<file path="config.mk">
export PLATFORM = sky130hd
export DESIGN_NAME = fabric_conf_ctrl
export DESIGN_NICKNAME = d
export VERILOG_FILES = /design/src/rtl/fabric_conf_ctrl_pkg.sv /design/src/rtl/conf_piso.sv /design/src/rtl/fabric_conf_ctrl.sv
export SDC_FILE = /design/constraint.sdc
export NUM_CORES = 1
export LEC_CHECK = 0
export BUFFER_PORTS_ARGS = -buffer_cell sky130_fd_sc_hd__buf_2
export CAP_MARGIN = 10
export CORE_AREA = 2 2 90 92
export DETAILED_ROUTE_END_ITERATION = 6
export DIE_AREA = 0 0 92 94
export HOLD_SLACK_MARGIN = 0.15
export MAX_ROUTING_LAYER = met4
export PLACE_DENSITY_LB_ADDON = 0.05
export SLEW_MARGIN = 10
export SYNTH_ARGS = -nofsm -noshare
export SYNTH_HDL_FRONTEND = slang
export SYNTH_SLANG_ARGS = --single-unit
</file>
<file path="constraint.sdc">
create_clock -name clk -period 2.5 [get_ports clk]
set_input_delay 0.25 -clock clk [delete_from_list [all_inputs] [get_ports clk]]
set_output_delay 0.25 -clock clk [all_outputs]
set_load 0.01 [all_outputs]
</file>
<file path="src/rtl/fabric_conf_ctrl_pkg.sv">
// Shared constants and FSM encoding for the 5x5 overlay configuration sequencer.
// Default sizes match the full 5x5 fabric chain.
package fabric_conf_ctrl_pkg;

    localparam int CONF_WORD_W     = 32;
    localparam int CONF_CHAIN_BITS = 1024;
    localparam int CONF_CNT_W      = 16;

    typedef enum logic [1:0] {
        CS_IDLE  = 2'd0,
        CS_WAIT  = 2'd1,
        CS_SHIFT = 2'd2,
        CS_DONE  = 2'd3
    } conf_state_t;

endpackage

</file>
<file path="src/rtl/conf_piso.sv">
// Parallel-load, shift-right word register feeding the config chain LSB first.
// It also tracks the bit position within the current word.
module conf_piso #(
    parameter int WORD_W = 32,
    parameter int WB_W   = (WORD_W > 1) ? $clog2(WORD_W) : 1
) (
    input  logic              clk,
    input  logic              rst,
    input  logic              clear,
    input  logic              load,
    input  logic              shift,
    input  logic [WORD_W-1:0] din,
    output logic              dout,
    output logic              last_bit
);

    logic [WORD_W-1:0] shreg;
    logic [WB_W-1:0]   wb;

    // NOTE: state registers use non-blocking assignments so every flop samples
    // pre-edge values regardless of process evaluation order.
    always_ff @(posedge clk or negedge rst) begin
        if (!rst) begin
            shreg <= '0;
            wb    <= '0;
        end else if (clear) begin
            shreg <= '0;
            wb    <= '0;
        end else if (load) begin
            shreg <= din;
            wb    <= '0;
        end else if (shift) begin
            shreg <= shreg >> 1;
            wb    <= wb + WB_W'(1);
        end
    end

    assign dout     = shreg[0];
    assign last_bit = (wb == WB_W'(WORD_W - 1));

endmodule

</file>
<file path="src/rtl/fabric_conf_ctrl.sv">
// Configuration sequencer: takes host words over valid/ready, shifts them onto the
// fabric config chain, and releases the fabric into run mode once the chain is full.
module fabric_conf_ctrl
    import fabric_conf_ctrl_pkg::*;
#(
    parameter int WORD_W     = CONF_WORD_W,
    parameter int CHAIN_BITS = CONF_CHAIN_BITS,
    parameter int CNT_W      = CONF_CNT_W
) (
    input  logic              clk,
    input  logic              rst,
    input  logic              start,
    input  logic              abort,
    input  logic [WORD_W-1:0] cfg_data,
    input  logic              cfg_valid,
    output logic              cfg_ready,
    output logic              conf_en,
    output logic              conf_bit,
    output logic              busy,
    output logic              done,
    output logic              fabric_run,
    output logic              err,
    output logic [CNT_W-1:0]  bit_cnt
);

    localparam logic [CNT_W-1:0] LAST_CNT = CNT_W'(CHAIN_BITS - 1);

    conf_state_t      state;
    conf_state_t      state_nxt;
    logic [CNT_W-1:0] cnt;
    logic             err_q;
    logic             loading;
    logic             idle_like;
    logic             accept;
    logic             shifting;
    logic             word_last;
    logic             piso_bit;

    assign loading   = (state == CS_WAIT) || (state == CS_SHIFT);
    assign idle_like = (state == CS_IDLE) || (state == CS_DONE);
    // An abort cancels the handshake even though cfg_ready is a pure state decode.
    assign accept    = (state == CS_WAIT) && cfg_valid && !abort;
    assign shifting  = (state == CS_SHIFT) && !abort;

    always_ff @(posedge clk or negedge rst) begin
        if (!rst) state <= CS_IDLE;
        else      state <= state_nxt;
    end

    // NOTE: next state defaults to the current state first so no path through
    // the case leaves it unassigned, which would infer a latch.
    always_comb begin
        state_nxt = state;
        case (state)
            CS_IDLE, CS_DONE: begin
                if (start) state_nxt = CS_WAIT;
            end
            CS_WAIT: begin
                if (abort)          state_nxt = CS_IDLE;
                else if (cfg_valid) state_nxt = CS_SHIFT;
            end
            CS_SHIFT: begin
                if (abort)                 state_nxt = CS_IDLE;
                else if (cnt == LAST_CNT)  state_nxt = CS_DONE;
                else if (word_last)        state_nxt = CS_WAIT;
            end
            default: state_nxt = CS_IDLE;
        endcase
    end

    // Counter holds its partial value on abort so a failed load can be inspected.
    always_ff @(posedge clk or negedge rst) begin
        if (!rst) begin
            cnt   <= '0;
            err_q <= 1'b0;
        end else begin
            err_q <= loading && start && !abort;
            if (idle_like && start) cnt <= '0;
            else if (shifting)      cnt <= cnt + CNT_W'(1);
        end
    end

    conf_piso #(
        .WORD_W(WORD_W)
    ) u_piso (
        .clk     (clk),
        .rst     (rst),
        .clear   (loading && abort),
        .load    (accept),
        .shift   (shifting),
        .din     (cfg_data),
        .dout    (piso_bit),
        .last_bit(word_last)
    );

    assign cfg_ready  = (state == CS_WAIT);
    assign conf_en    = (state == CS_SHIFT);
    assign conf_bit   = piso_bit;
    assign busy       = loading;
    assign done       = (state == CS_DONE);
    assign fabric_run = (state == CS_DONE);
    assign err        = err_q;
    assign bit_cnt    = cnt;

endmodule

</file>
==> Word-level counts from Yosys, hierarchy flattened <==
Cells that the tools add are included.
{ "totals": {"register_bits": 56} }
{ "classes": {"addsub": 2, "n_eq_ne": 8, "n_mux": 15, "reduce_logical": 15} }
{ "op_table": {"columns": ["op", "count"], "rows": [
  ["$mux W32", 3],
  ["$mux W16", 2],
  ["$add A16 B1 Y16 const B", 1],
  ["$eq A16 B10 Y1 const B", 1],
  ["$mux W5", 3],
  ["$mux W2", 6],
  ["$logic_and A1 B1 Y1", 7],
  ["$pmux W2 S3", 1],
  ["$add A5 B1 Y5 const B", 1],
  ["$eq A5 B5 Y1 const B", 1],
  ["$eq A2 B2 Y1 const B", 2],
  ["$ne A4 B2 Y1 const B", 1],
  ["$ne A3 B3 Y1 const B", 1],
  ["$reduce_and A3 Y1", 1],
  ["$reduce_bool A3 Y1", 1],
  ["$eq A2 B1 Y1 const B", 1],
  ["$logic_not A2 Y1", 1],
  ["$logic_or A1 B1 Y1", 2],
  ["$ne A2 B2 Y1 const B", 1],
  ["$reduce_bool A2 Y1", 1],
  ["$reduce_or A2 Y1", 1],
  ["$logic_not A1 Y1", 1]
]} }

==> Longest topological paths before layout <==
{ "logic_depth": {"depth_word": 5, "mapped_depth": 8, "mapped_depth_nobuf": 6} }

==> Hierarchy <==
From an unflattened synthesis, not the netlist that was laid out.
{ "hier_totals": {"hier_cells": 276, "hier_area_um2": 2970.3} }
{ "by_module_without_submodules": {"columns": ["mod", "n_inst", "cells_each", "area_per_inst_um2", "seq_area_each_um2"], "rows": [
  ["conf_piso", 1, 166, 1908.1, 925.9],
  ["fabric_conf_ctrl", 1, 110, 1062.3, 475.5]
]} }

==> Worst setup path before layout <==
No wires, ideal clock.
{ "synth_path": {"kind": "register -> register", "start": "register state[0]", "end": "register cnt[15], in the netlist bit_cnt[15]", "arrival_time_ps": 1894, "required_time_ps": 2422, "slack_ps": 528, "stages_incl_launch_ff": 7, "period_less_slack_ps": 1972, "cell_sequence": "dfrtp_1 -> inv_1 -> ha_1 -> nand4b_1 -> or4_4 -> or3_1 -> a21oi_1"} }
{ "synth_via": {"elab_cells_between_ends": 8, "classes_between": "eq/ne: 2; mux: 1; reduce/logical: 5"} }
{ "synth_lines": {"columns": ["element", "line", "source"], "rows": [
  ["start, declared", "fabric_conf_ctrl.sv:28", "conf_state_t state;"],
  ["start signal, assigned", "fabric_conf_ctrl.sv:47", "else state <= state_nxt;"],
  ["$eq A2 B2 Y1", null, null],
  ["named net conf_en", "fabric_conf_ctrl.sv:17", "output logic conf_en,"],
  ["$logic_and A1 B1 Y1", "fabric_conf_ctrl.sv:43", "assign shifting = (state == CS_SHIFT) && !abort;"],
  ["$reduce_bool A2 Y1 (no line)", null, null],
  ["end signal, assigned", "fabric_conf_ctrl.sv:79", "else if (shifting) cnt <= cnt + CNT_W'(1);"],
  ["end, declared", "fabric_conf_ctrl.sv:30", "logic [CNT_W-1:0] cnt;"]
]} }
The timed path passes the listed nets, and every way through them passes these cells.
A chain may end at the register's enable or synchronous reset.

==> Final worst setup path <==
{ "layout_path": {"start": "register state[0]", "end": "register cnt[13], in the netlist bit_cnt[13]"} }
{ "layout_via": {"elab_chain_cells": 4, "elab_cells_between_ends": 8, "classes_between": "eq/ne: 2; mux: 1; reduce/logical: 5"} }
{ "layout_rtl": {"columns": ["element", "line", "source"], "rows": [
  ["$eq A2 B2 Y1 / $logic_not A2 Y1 (equally long branches)", "fabric_conf_ctrl.sv:40", "assign idle_like = (state == CS_IDLE) || (state == CS_DONE);"],
  ["$logic_or A1 B1 Y1", "fabric_conf_ctrl.sv:40", null],
  ["$logic_and A1 B1 Y1", "fabric_conf_ctrl.sv:78", "if (idle_like && start) cnt <= '0;"],
  ["$mux W16 / $reduce_bool A2 Y1 (equally long branches)", null, null]
]} }
Several ways; a longest one is shown, not always the timed one.

==> out/results.tsv <==
stage	metric	value	unit
worst_setup_path	crit_slowest_cell	or4_4	
logic_synthesis	synth_top_area_share	53.3	%
clock_network	htree_levels	2	
power_and_ir_drop	power_density	876	nW/um2
global_route	overflow	0	
sta	setup_viol	0	
clock_network	cts_buffers	5	
sta	holdWs	0.166	ns
clock_network	post_cts_buffers	0	
power_and_ir_drop	clkPwrFrac	22.9	%
place	gp_congestion	0.720	
sta	slew_headroom	55.3	%
finish	area_growth_syn_to_layout	22.4	%
clock_network	clk_latency	0.31	ns
floorplanning	fp.dieArea	8650	um2
drt	viasPerCell	4.86	
sta	hold_viol	0	
worst_setup_path	worst_setup_path_start_kind	flop	
worst_setup_path	cpPeakStageDelay	0.56	ns
clock_network	clk_pin_slew	0.10	ns
clock_network	clk_path_buf_depth	2	
worst_setup_path	crit_fanout	6	
logic_synthesis	synth_cell_types	34	
clock_network	cts_resized	0	
global_route	antenna_found_initial	1	
drt	postRouteAntennaNets	0	
global_route	grt_pass1_wl	10.2	mm
logic_synthesis	seq_area_frac_synth	53.3	%
power_and_ir_drop	peakVddDrop	323	uV
drt	drcViolationCount	0	
power_and_ir_drop	p_switching	0.970	mW
power_and_ir_drop	swShare	34.4	%
logic_synthesis	yosysTopAreaCell	dfrtp_1	
clock_network	clock-sinks	56	
clock_network	hold_buffers	1	
sta	report.final.slew_viol_count	0	
clock_network	cts_root_buf	clkbuf_8	
worst_setup_path	crit_type	reg -> reg	
place	portBuffers	59	
logic_synthesis	syn_area	2630	um2
sta	worst_pin_slew	0.671	ns
logic_synthesis	avgSynthCellArea	9.63	um2
drt	avgRoutedWirePerCell	13.8	um
logic_synthesis	ys_warn_count	0	
floorplanning	coreArea	7610	um2
place	place_ws	0.422	ns
logic_synthesis	synthCells	273	
global_route	grt_pass1_vias	2106	
floorplanning	dieHeight	94	um
sta	setup_slack	0.422	ns
status	outcome	finished clean	
floorplanning	initial_core_util	34.6	%
place	dp_hpwl	4.19	mm
clock_network	tritoncts	done	
job	max_cap_viol_count	0	
power_and_ir_drop	power_frac_comb	29.0	%
worst_setup_path	rrSetupSlack	0.42	ns
sta	fin_crit_sh	83.1	%
floorplanning	ios	60	
worst_setup_path	crit_path_end_kind	flop	
worst_setup_path	crit_chain	inv_1 > ha_1 > nand4b_1 > or4_4 > or3_1 > a21oi_1	
worst_setup_path	cp_data_arrival_time	2.32	ns
drt	drt-initial-drc-count	127	
logic_synthesis	yosys-top-cells-area	dfrtp_1 53%, nand2_1 11%, a22oi_1 9.1%, xnor2_1 3.3%, ha_1 2.9%	
finish	finalNetCount	377	
floorplanning	rows	32	
logic_synthesis	synth-seq-cells	56	
worst_setup_path	required	2.74	ns
drt	firstDrtPassIters	4	
logic_synthesis	synth_nets	316	
drt	num_vias	2127	
sta	skew	0.00392	ns
global_route	grt_use_total	15.5	%
drt	totalWireLength	6.02	mm
finish	drive_gt1_share	23.9	%
hold_path	holdCritPathClass	in -> reg	
sta	max_clock_freq	481	MHz
power_and_ir_drop	p_leak	1.65	nW
sta	grt_setup_unrepaired	false	
sta	tns	0	ns
global_route	grt_max_degree	35	
floorplanning	die_width	92	um
power_and_ir_drop	internal_power	1.85	mW
sta	fin_crit	2.08	ns
power_and_ir_drop	seqPwrFrac	48.1	%
==> cells in the final DEF (no fill, tap or decap), types with 4 or more instances in the layout <==
master	Yosys	final
ha_1	6	6
inv_1	6	6
o21ai_0	4	4
clkbuf_8	0	7
dfrtp_1	56	56
nor3_1	5	5
or3_1	4	4
buf_2	0	59
buf_4	1	7
nor2_1	17	16
a21oi_1	8	8
xnor2_1	10	10
nand3_1	7	7
a22oi_1	32	32
nand2_1	75	75
==> stage by stage <==
step           utilization, %  std cells  power, mW  cell area (um2)
2_1_floorplan               -        273       1.88             2630
3_3_place_gp             40.5        428       2.21             3080
3_5_place_dp             40.5        428       2.21             3080
4_1_cts                  42.3        437       2.87             3210
5_1_grt                  42.3        438       3.05             3220
6_report                 42.3        438       2.82             3220
==> cell type report <==
class                           instances  area (um2)
Fill cell                             786        4390
Sequential cell                        56        1400
Multi-Input combinational cell        197        1160
Timing Repair Buffer                   68         378
Tap cell                              102         128
Clock buffer                            7        96.3
Clock inverter                          1        30.0
Inverter                                6        22.5
Antenna cell                            1        2.50
==> cell families (layout without fill, tap and decap cells) <==
group | Yosys count | count (layout) | share of synthesized area (%)
AOI/OAI and AO/OA | 50 | 50 | 13.5
xor gates and xnor gates | 13 | 13 | 4.33
adders and majority gates | 6 | 6 | 2.86
buffers and inverters | 20 | 82 | 3.00
DFF | 56 | 56 | 53.3
muxes | 2 | 2 | 0.809
other | 0 | 1 | 0
and+or+nand+nor | 126 | 126 | 22.2
==> synth_stat cells <==
| cell | instances |
|---|---|
| xor2_1 | 3 |
| nor3b_1 | 1 |
| or3_1 | 4 |
| and3_1 | 2 |
| xnor2_1 | 10 |
| nand2b_1 | 2 |
| dfrtp_1 | 56 |
| nor3_1 | 5 |
| buf_4 | 1 |
| nand2_1 | 75 |
| a21oi_1 | 8 |
| nor2b_1 | 2 |
| mux2i_1 | 1 |
| or4bb_1 | 1 |
| nand3_1 | 7 |
| clkbuf_1 | 13 |
| o21ai_0 | 4 |
| a211oi_2 | 1 |
| o221ai_1 | 1 |
| nor2_1 | 17 |
| and3b_1 | 1 |
| nor4_1 | 3 |
| nor4_2 | 1 |
| inv_1 | 6 |
| a22o_1 | 2 |
| nand4b_1 | 2 |
| a21o_1 | 1 |
| or4_4 | 1 |
| ha_1 | 6 |
| nand4_4 | 1 |
| a22oi_1 | 32 |
| o31ai_1 | 1 |
| or4_1 | 1 |
| mux2_1 | 1 |
==> path summary, 6_finish.rpt <==
check / to / cells past startpoint / start
max: bit_cnt[13] / 6 / state[0]
max reg2reg: bit_cnt[13] / 6 / state[0]
max in group asynchronous: u_piso.shreg[8] / 3 / rst
min: u_piso.shreg[31] / 2 / cfg_data[31]
min in group asynchronous: bit_cnt[11] / 2 / rst
min reg2reg: u_piso.shreg[21] / 2 / u_piso.shreg[21]
==> state kept, by name (all words and copies together) (netlist names) <==
register,cells
u_piso.shreg,32
bit_cnt,16
u_piso.wb,5
state,2
err,1
==> power by group through the flow <==
| stage | clock network [mW] | logic (mW) | registers [mW] |
|---|---|---|---|
| floorplan | 0 | 0.544 | 1.34 |
| global placement | 0 | 0.830 | 1.38 |
| detailed placement | 0 | 0.843 | 1.37 |
| CTS | 0.674 | 0.844 | 1.36 |
| global route | 0.707 | 0.946 | 1.40 |
| finish | 0.646 | 0.816 | 1.35 |
==> critical path: cells and delay by family, from the launching register on <==
family	cells	cell delay (ns)
flops	1	0.42
buf+inv	1	0.08
simple gates	3	1.11
compound gates	1	0.14
fa+ha+maj	1	0.25
==> layer usage <==
metal / global-route usage, % / wire, um / vias up
met5: - / 0 / -
met1: 20.4 / 2840 / 1000
met2: 24.1 / 2810 / 54
met4: 4.85 / 66 / 0
met3: 3.45 / 304 / 8
li1: - / - / 1065
(Power assumes the default switching activity.)
